`config.mk`:
```
export PLATFORM = sky130hd
export DESIGN_NAME = edge_event_arbiter
export DESIGN_NICKNAME = d
export VERILOG_FILES = /design/src/rtl/edge_arb_pkg.sv /design/src/rtl/edge_pend_ch.sv /design/src/rtl/edge_event_arbiter.sv
export SDC_FILE = /design/constraint.sdc
export NUM_CORES = 1
export LEC_CHECK = 0
export CAP_MARGIN = 30
export CORE_MARGIN = 5
export CORE_UTILIZATION = 40
export CTS_BUF_LIST = sky130_fd_sc_hd__clkbuf_2 sky130_fd_sc_hd__clkbuf_4 sky130_fd_sc_hd__clkbuf_8
export DETAILED_ROUTE_END_ITERATION = 7
export HOLD_SLACK_MARGIN = 0.08
export PLACE_DENSITY = 0.68
export SKIP_LAST_GASP = 1
export SLEW_MARGIN = 30
export SYNTH_ARGS = -nofsm -noshare
export SYNTH_HDL_FRONTEND = slang
export SYNTH_SLANG_ARGS = --single-unit
```
`constraint.sdc`:
```
create_clock -name clk -period 7.1 [get_ports clk]
set_clock_uncertainty 0.1 [all_clocks]
set_input_delay 2.13 -clock clk [delete_from_list [all_inputs] [get_ports clk]]
set_output_delay 2.13 -clock clk [all_outputs]
set_load 0.005 [all_outputs]
```
`src/rtl/edge_arb_pkg.sv`:
```
// ============================================================================
// edge_arb_pkg
// Shared types and helpers for the edge event arbiter.
//   arb_state_t : arbiter FSM state (IDLE, OFFER)
//   rr_next()   : round-robin search that returns the first requesting channel
//                 at or above a start pointer, wrapping at n-1 -> 0.
// Supports up to 16 channels. Requests and the pointer are passed zero-extended
// to the full 16-bit and 4-bit widths.
// ============================================================================
package edge_arb_pkg;

    typedef enum logic {
        IDLE  = 1'b0,
        OFFER = 1'b1
    } arb_state_t;

    localparam int MAX_CH = 16;

    // Searches the channels ptr, ptr+1, ... (mod n) and returns the first one
    // whose request bit is set. The caller checks separately that at least one
    // request is set. If none is set, the function returns 0.
    function automatic logic [3:0] rr_next(
        input logic [MAX_CH-1:0] req,
        input logic [3:0]        ptr,
        input int                n
    );
        logic [3:0] sel;
        logic       found;
        int         idx;
        sel   = '0;
        found = 1'b0;
        for (int k = 0; k < MAX_CH; k++) begin
            if (k < n) begin
                idx = int'(ptr) + k;
                if (idx >= n) begin
                    idx = idx - n;
                end
                if (!found && req[idx]) begin
                    found = 1'b1;
                    sel   = idx[3:0];
                end
            end
        end
        return sel;
    endfunction

endpackage

```
`src/rtl/edge_pend_ch.sv`:
```
// ============================================================================
// edge_pend_ch
// One channel of the edge event arbiter. It contains the rising-edge detector,
// a saturating pending-event counter and a sticky overflow flag.
// Ports:
//   clk, reset : clock and asynchronous active-high reset
//   level      : level input (already synchronous to clk)
//   en         : channel enable. When 0, new edges are ignored.
//   dec        : an event of this channel transfers this cycle
//   ovf_clr    : clears the overflow flag
//   pending    : current pending count
//   ovf        : sticky flag. Set when an edge was lost to saturation.
// ============================================================================
module edge_pend_ch #(
    parameter int PEND_W = 2
) (
    input  logic              clk,
    input  logic              reset,
    input  logic              level,
    input  logic              en,
    input  logic              dec,
    input  logic              ovf_clr,
    output logic [PEND_W-1:0] pending,
    output logic              ovf
);

    logic              level_q_reg;
    logic [PEND_W-1:0] pending_reg;
    logic              ovf_reg;
    logic              tick;
    logic              sat;
    logic              lost;

    assign tick = level & ~level_q_reg & en;
    assign sat  = &pending_reg;
    // A tick together with a drain does not lose an event. The count simply
    // stays the same, so only a tick without a drain at saturation is an overflow.
    assign lost = tick & sat & ~dec;

    // level_q starts at all ones. A level that is already high when reset
    // is released therefore does not count as an edge.
    always_ff @(posedge clk or posedge reset) begin
        if (reset) begin
            level_q_reg <= 1'b1;
            pending_reg <= '0;
            ovf_reg     <= 1'b0;
        end else begin
            level_q_reg <= level;
            if (tick && !dec && !sat) begin
                pending_reg <= pending_reg + PEND_W'(1);
            end else if (dec && !tick) begin
                pending_reg <= pending_reg - PEND_W'(1);
            end
            // A new overflow has priority over a clear in the same cycle.
            if (lost) begin
                ovf_reg <= 1'b1;
            end else if (ovf_clr) begin
                ovf_reg <= 1'b0;
            end
        end
    end

    assign pending = pending_reg;
    assign ovf     = ovf_reg;

endmodule

```
`src/rtl/edge_event_arbiter.sv`:
```
// ============================================================================
// edge_event_arbiter
// Detects rising edges on N_CH level inputs and keeps a count of pending events
// per channel. It sends the events one at a time on a valid/ready event port.
// Channels are served in round-robin order. The channel that was just granted
// has the lowest priority for the next selection.
// Ports:
//   clk, reset : clock and asynchronous active-high reset
//   level      : raw level inputs, one per channel
//   ch_en      : per-channel enable for new edges
//   evt_valid  : an event is offered on evt_ch
//   evt_ch     : channel index of the offered event
//   evt_ready  : consumer accepts. A transfer happens when evt_valid and evt_ready are both high.
//   ovf        : sticky per-channel overflow flags
//   ovf_clr    : clears all ovf bits
// Build option:
//   EDGE_ARB_SYNC_EN : adds a two-flop synchroniser on every level input.
//                      This adds two cycles of latency.
// ============================================================================
module edge_event_arbiter
    import edge_arb_pkg::*;
#(
    parameter  int N_CH   = 4,
    parameter  int PEND_W = 2,
    localparam int CH_W   = $clog2(N_CH)
) (
    input  logic            clk,
    input  logic            reset,
    input  logic [N_CH-1:0] level,
    input  logic [N_CH-1:0] ch_en,
    output logic            evt_valid,
    output logic [CH_W-1:0] evt_ch,
    input  logic            evt_ready,
    output logic [N_CH-1:0] ovf,
    input  logic            ovf_clr
);

    arb_state_t        state_reg;
    logic              evt_valid_reg;
    logic [CH_W-1:0]   evt_ch_reg;
    logic [CH_W-1:0]   ptr_reg;

    logic [N_CH-1:0]   level_s;
    logic [N_CH-1:0]   dec;
    logic [N_CH-1:0]   req;
    logic [PEND_W-1:0] pending [N_CH];
    logic              transfer;
    logic              any_req;
    logic [CH_W-1:0]   after_grant;
    logic [CH_W-1:0]   search_ptr;
    logic [CH_W-1:0]   sel;
    logic [MAX_CH-1:0] req_full;
    logic [3:0]        ptr_full;
    logic [3:0]        sel_full;

`ifdef EDGE_ARB_SYNC_EN
    logic [N_CH-1:0] sync1_reg;
    logic [N_CH-1:0] sync2_reg;

    always_ff @(posedge clk or posedge reset) begin
        if (reset) begin
            sync1_reg <= '0;
            sync2_reg <= '0;
        end else begin
            sync1_reg <= level;
            sync2_reg <= sync1_reg;
        end
    end

    assign level_s = sync2_reg;
`else
    assign level_s = level;
`endif

    assign transfer = evt_valid_reg & evt_ready;

    genvar gi;
    generate
        for (gi = 0; gi < N_CH; gi++) begin : g_ch
            assign dec[gi] = transfer && (evt_ch_reg == CH_W'(gi));

            edge_pend_ch #(
                .PEND_W (PEND_W)
            ) u_ch (
                .clk     (clk),
                .reset   (reset),
                .level   (level_s[gi]),
                .en      (ch_en[gi]),
                .dec     (dec[gi]),
                .ovf_clr (ovf_clr),
                .pending (pending[gi]),
                .ovf     (ovf[gi])
            );

            // The request uses the count after this cycle's decrement. New
            // ticks from this cycle are not included.
            assign req[gi] = (pending[gi] != '0) &&
                             !(dec[gi] && (pending[gi] == PEND_W'(1)));
        end
    endgenerate

    assign any_req     = |req;
    assign after_grant = (evt_ch_reg == CH_W'(N_CH - 1)) ? '0 : evt_ch_reg + CH_W'(1);
    // When a grant is made in the same cycle, the search starts just past the granted channel.
    assign search_ptr  = transfer ? after_grant : ptr_reg;

    always_comb begin
        req_full                = '0;
        req_full[N_CH-1:0]      = req;
        ptr_full                = '0;
        ptr_full[CH_W-1:0]      = search_ptr;
        sel_full                = rr_next(req_full, ptr_full, N_CH);
        sel                     = sel_full[CH_W-1:0];
    end

    always_ff @(posedge clk or posedge reset) begin
        if (reset) begin
            state_reg     <= IDLE;
            evt_valid_reg <= 1'b0;
            evt_ch_reg    <= '0;
            ptr_reg       <= '0;
        end else begin
            case (state_reg)
                IDLE: begin
                    if (any_req) begin
                        evt_ch_reg    <= sel;
                        evt_valid_reg <= 1'b1;
                        state_reg     <= OFFER;
                    end
                end
                OFFER: begin
                    if (transfer) begin
                        ptr_reg <= after_grant;
                        if (any_req) begin
                            evt_ch_reg <= sel;
                        end else begin
                            evt_valid_reg <= 1'b0;
                            state_reg     <= IDLE;
                        end
                    end
                end
                default: begin
                    state_reg     <= IDLE;
                    evt_valid_reg <= 1'b0;
                end
            endcase
        end
    end

    assign evt_valid = evt_valid_reg;
    assign evt_ch    = evt_ch_reg;

endmodule

```
==> results of run 1 <==
power groups by stage:
stage	clock (W)	sequential [W]	combinational, W
detailed placement	0	0.000219	0.000435
CTS	0.000120	0.000217	0.000440
global route	0.000127	0.000225	0.000498
finish	0.000117	0.000216	0.000440
global placement	0	0.000218	0.000433
floorplan	0	0.000205	0.000352
cells by family after synthesis:
kind of cell	count (synthesis)
fa+ha+maj	18
buf+inv	27
xor+xnor	4
simple gates	57
flops	22
mux	6
compound gates	43
worst max-delay path by stage:
| stage | startpoint | to | depth (start not counted) |
|---|---|---|---|
| final | evt_ready | evt_ch[0] | 8 |
| after global routing | evt_ready | evt_ch[0] | 8 |
| after global placement | evt_ready | evt_ch[0] | 8 |
| after floorplan | evt_ready | evt_ch[0] | 8 |
| after CTS | evt_ready | evt_ch[0] | 8 |
| after detailed placement | evt_ready | evt_ch[0] | 8 |
stage by stage:
stage               worst slack [ps]  hold slack, ps  std cells
floorplan                       3060             339        177
detailed placement              2180             368        239
finish                          2420             381        243
global route                    2270             443        243
global placement                2200             372        239
CTS                             2450             386        243
worst max-delay path: cells and delay by family:
| kind | cells | cell delay, ps |
|---|---|---|
| buffers and inverters | 1 | 770 |
| and+or+nand+nor | 3 | 660 |
| AOI/OAI and AO/OA | 2 | 490 |
| adders and majority gates | 1 | 350 |
| muxes | 1 | 330 |
synth_stat cells (all sizes together), types with 2 or more instances:
cell,n,area share (%)
and3,3,1.1
nor4,2,0.76
nor2,9,2.0
buf,6,3.2
nand3b,4,1.8
a211oi,2,0.91
a21oi,10,3.0
a31oi,3,1.1
o31ai,3,1.7
inv,21,4.8
o22ai,2,0.76
nor3b,2,0.91
xnor2,4,2.1
ha,18,14
mux2i,4,3.2
a41oi,4,3.0
dfrtp,18,27
o21ai,12,3.6
nor3,6,1.8
nand2,23,5.7
dfstp,4,6.4
placed cells by master (no fill, tap or decap), types with 2 or more instances in the layout:
cell / Yosys / layout
nand3b_1: 4 / 4
inv_1: 20 / 19
nor4_1: 2 / 2
o21ai_0: 11 / 11
a21oi_1: 10 / 10
clkdlybuf4s50_1: 0 / 18
nor3b_1: 2 / 2
o22ai_1: 2 / 2
a41oi_1: 2 / 2
a211oi_1: 2 / 2
dfstp_2: 4 / 4
o31ai_1: 2 / 2
xnor2_1: 4 / 4
mux2i_1: 3 / 3
dfrtp_1: 18 / 18
and3_1: 3 / 3
clkbuf_8: 0 / 3
a31oi_1: 3 / 3
nor2_1: 9 / 9
nand2_1: 22 / 22
a41oi_2: 2 / 2
nor3_1: 6 / 6
ha_1: 18 / 18
metal layers:
| layer | up-vias | wire length [um] | track usage, % |
|---|---|---|---|
| li1 | 660 | - | - |
| met1 | 602 | 1450 | 17.1 |
| met2 | 28 | 1430 | 21.0 |
| met3 | 2 | 222 | 3.11 |
| met4 | 0 | 20 | 1.81 |
| met5 | - | 0 | 0 |
layout make-up:
| class | instances | area [um2] |
|---|---|---|
| clock inverter | 1 | 30.0 |
| tap | 50 | 62.6 |
| sequential | 22 | 556 |
| clock buffer | 3 | 41.3 |
| timing repair buffer | 18 | 180 |
| fill | 395 | 2090 |
| inverter | 21 | 78.8 |
| multi-input combinational | 128 | 961 |
==> metrics.yaml, run 1 <==
job:
  cap_violations: 0
worst_setup_path:
  rrSetupSlack_ps: 4400
  path_class: "primary input to register"
  critPathRequiredTime_ps: 7150
  path_max_fanout: 13
  end_kind: "register"
  worst-r2r-cell-count: 7
  critPathLaunchType: "primary input"
  crit_arrival_ps: 4730
  r2r-start: "evt_valid"
  max_stage_delay_ps: 770
  worstPathCellList: "clkdlybuf4s50_1 > and2_2 > mux2i_4 > ha_1 > nor3b_1 > o41a_1 > nor3_1 > o31ai_2"
  cp_slowest_cell: "clkdlybuf4s50_1"
  r2r-end: "evt_ch[0]"
synth:
  yosys.cell_types.count: 45
  synth_top_family_by_area: "simple AND/OR/NAND/NOR gates"
  ys_warn_count: 0
  netlist_area_um2: 1650
  synthSimpleGateAreaFrac_pct: 19.1
  netlist_instances: 177
  syn-num-nets: 207
  synth-edff-count: 0
  synth_compound_area_share_pct: 18.1
  synthXorXnorAreaFrac_pct: 2.13
  ys_ff_latch: 22
  avgSynthCellArea_um2: 9.31
  yosysSeqAreaShare_pct: 33.7
  ys_async_sr_fraction_pct: 100
  muxShareOfSynthArea_pct: 5.24
  synthAdderAreaFrac_pct: 13.7
  ys_dominant_reg_cell: "dfrtp_1"
clocking:
  cts_max_path_buffers: 2
  cts_sinks: 22
  postCtsHoldBufs: 0
  post_cts_buffers: 0
  cts_tree: "built"
  numCtsBuffers: 3
  cts_root_buf: "clkbuf_8"
  path_clk_slew_ps: 80
  worstSkewPairLatency_ps: 270
  cts.htree.levels: 1
  cts_resized: 0
final_layout:
  largest_reg_flops: 8
  n_antenna_cell: 0
  syn_to_final_growth_pct: 15.9
  final_core_util_pct: 47.7
  drive_gt1_share_pct: 9.84
  fin_nets: 224
  design_area_um2: 1910
min_path:
  hold_depth: 2
  hold_path_end: "ptr_reg[0]"
  min-delay-path-class: "register to register"
  hp-start: "ptr_reg[0]"
pwr:
  p_leak_nw: 0.845
  ir_drop_mv: 0.234
  p_int_w: 0.000446
  comb_power_share_pct: 56.9
  power_density_nw_per_um2: 405
  switching_share_pct: 42.3
  totalPowerFinal_w: 0.000773
  seqPwrFrac_pct: 27.9
  clock_power_share_pct: 15.2
  p_sw_w: 0.000327
floorplan:
  die_y_um: 74.2
  placementRows: 23
  coreArea_um2: 4000
  initial_core_util_pct: 41.2
  die_w_um: 74.2
  ios: 19
  dieArea_um2: 5500
sta:
  fmax_mhz: 214
  slew_headroom_pct: 48.5
  fin_setup_tns_ps: 0
  slew_viol_final: 0
  min_period_ps: 4680
  setup_violations: 0
  min_period_over_period_pct: 65.8
  finalHoldViolations: 0
  rsz0062_at_grt: "no"
  worst_slew_pin_slew_ps: 767
global_routing:
  grt_pass1_wl_mm: 5.53
  antenna_found_initial: 0
  track_usage_pct: 12.7
  grt_max_degree: 23
  gr-total-overflow: 0
  grt_pass1_vias: 1198
drt:
  vias: 1292
  routed_via_density: 5.32
  drt-total-wl_mm: 3.13
  wl_per_cell_um: 12.9
  antenna_left: 0
  drc: 0
  firstDrtPassIters: 4
  drt-initial-drc-count: 35
placement:
  port_buffers: 18
  dpl-instance-area_um2: 1840
  place_congestion: 0.914
  hpwl_mm: 2.39
run_status:
  outcome: "complete, no violations"
(Power assumes the default switching activity.)
==> inputs of run 2 (changes only) <==
Settings changed: PLACE_DENSITY 0.68 to 0.7.
Clock period 7.1 ns to 4 ns, I/O delays scaled along.
==> run 2 against run 1 <==
Effect of this change:
- critical path depth did not move
- cell area fell by 0.79%
- power rose by 70%
==> metrics.yaml, run 2 (synthesis results as in run 1) <==
run_status:
  outcome: "complete, no violations"
global_routing:
  gr-total-overflow: 0
  antenna_found_initial: 0
  grt_max_degree: 23
  track_usage_pct: 12.6
  grt_pass1_wl_mm: 5.42
  grt_pass1_vias: 1204
worst_setup_path:
  path_class: "primary input to register"
  end_kind: "register"
  cp_slowest_cell: "clkdlybuf4s50_1"
  critPathRequiredTime_ps: 4050
  crit_arrival_ps: 3420
  r2r-start: "evt_valid"
  crit_start: "evt_ready"
  critPathLaunchType: "primary input"
  path_max_fanout: 7
  worstPathCellList: "clkdlybuf4s50_1 > and2_2 > mux2i_4 > ha_1 > nor3b_1 > o41a_1 > nor3_1 > o31ai_2"
  max_stage_delay_ps: 470
  worst-r2r-cell-count: 7
placement:
  port_buffers: 18
  place_congestion: 0.853
  dpl-instance-area_um2: 1850
  place_ws_ps: 364
  hpwl_mm: 2.27
clocking:
  path_clk_slew_ps: 80
  postCtsHoldBufs: 0
  post_cts_buffers: 0
  numCtsBuffers: 3
  cts_resized: 0
  cts_tree: "built"
  cts_sinks: 22
  worstSkewPairLatency_ps: 260
  cts_max_path_buffers: 2
  cts_root_buf: "clkbuf_8"
  cts.htree.levels: 1
final_layout:
  design_area_um2: 1890
  n_antenna_cell: 0
  syn_to_final_growth_pct: 15.0
  final_common_cell: "nand2_1"
  fill_cells: 370
  layout_common_cells: "22 x nand2_1, 19 x inv_1, 18 x ha_1, 18 x dfrtp_1, 18 x clkdlybuf4s50_1"
  final_core_util_pct: 47.4
  fin_nets: 225
  drive_gt1_share_pct: 10.8
  largest_reg_flops: 8
job:
  cap_violations: 0
pwr:
  p_leak_nw: 0.843
  power_density_nw_per_um2: 694
  ir_drop_mv: 0.411
sta:
  finalHoldViolations: 0
  rsz0062_at_grt: "no"
  setup_violations: 0
  min_period_over_period_pct: 84.4
  fmax_mhz: 296
  fin_ws_ps: 624
  slew_headroom_pct: 53.3
  fin_setup_tns_ps: 0
  hold_ws_ps: 389
  worst_slew_pin_slew_ps: 692
  slew_viol_final: 0
  min_period_ps: 3380
drt:
  firstDrtPassIters: 4
  drt-initial-drc-count: 95
  vias: 1280
  routed_via_density: 5.25
  antenna_left: 0
  drc: 0
  drt-total-wl_mm: 2.99
  wl_per_cell_um: 12.2
floorplan:
  dieArea_um2: 5500
  die_y_um: 74.2
  placementRows: 23
  initial_core_util_pct: 41.2
  ios: 19
  coreArea_um2: 4000
  die_w_um: 74.2
min_path:
  min-delay-path-class: "register to register"
  hp-start: "state_reg"
  hold_depth: 1
## run 2: worst paths after layout
path	slack, ps	to
max	620	evt_ch[0]
min	390	evt_valid
max reg2reg	1270	evt_ch[0]
min reg2reg	390	evt_valid
max in group asynchronous	2290	g_ch[0].u_ch.level_q_reg
min in group asynchronous	1170	g_ch[1].u_ch.ovf
## run 2: cell type report
type	instances	area [um2]	area share, %
inverters	21	78.8	4.16
well taps	50	62.6	3.30
flip-flops and latches	22	556	29.3
clock buffers	4	48.8	2.58
multi-input cells	128	961	50.7
repair buffers	19	188	9.91
## run 2: metrics by stage
stage | total power, W | cells
2_1_floorplan | 0.000988 | 177
3_3_place_gp | 0.00116 | 240
3_5_place_dp | 0.00117 | 240
4_1_cts | 0.00132 | 244
5_1_grt | 0.00146 | 244
6_report | 0.00132 | 244
## run 2: where the power goes
part	total (W)	leakage [nW]	switching, W	internal (W)
Sequential	0.000382	0.255	0.0000841	0.000297
Combinational	0.000785	0.562	0.000423	0.000362
Clock	0.000148	0.0262	0.0000707	0.0000778
Total	0.00132	0.843	0.000578	0.000737
## run 2: per-layer routing
layer | vias to the layer above | track usage (%) | wire [um]
met5 | - | 0 | 0
met4 | 0 | 4.43 | 35
met3 | 4 | 3.11 | 146
met2 | 24 | 19.5 | 1320
met1 | 593 | 17.0 | 1480
li1 | 659 | - | -
## run 2: worst max-delay path, delay by kind of cell
kind / cells / cell delay [ps]
AND/OR/NAND/NOR: 3 / 590
AO/OA/AOI/OAI: 2 / 480
buffers and inverters: 1 / 470
adder cells (fa/ha/maj): 1 / 350
multiplexers: 1 / 330
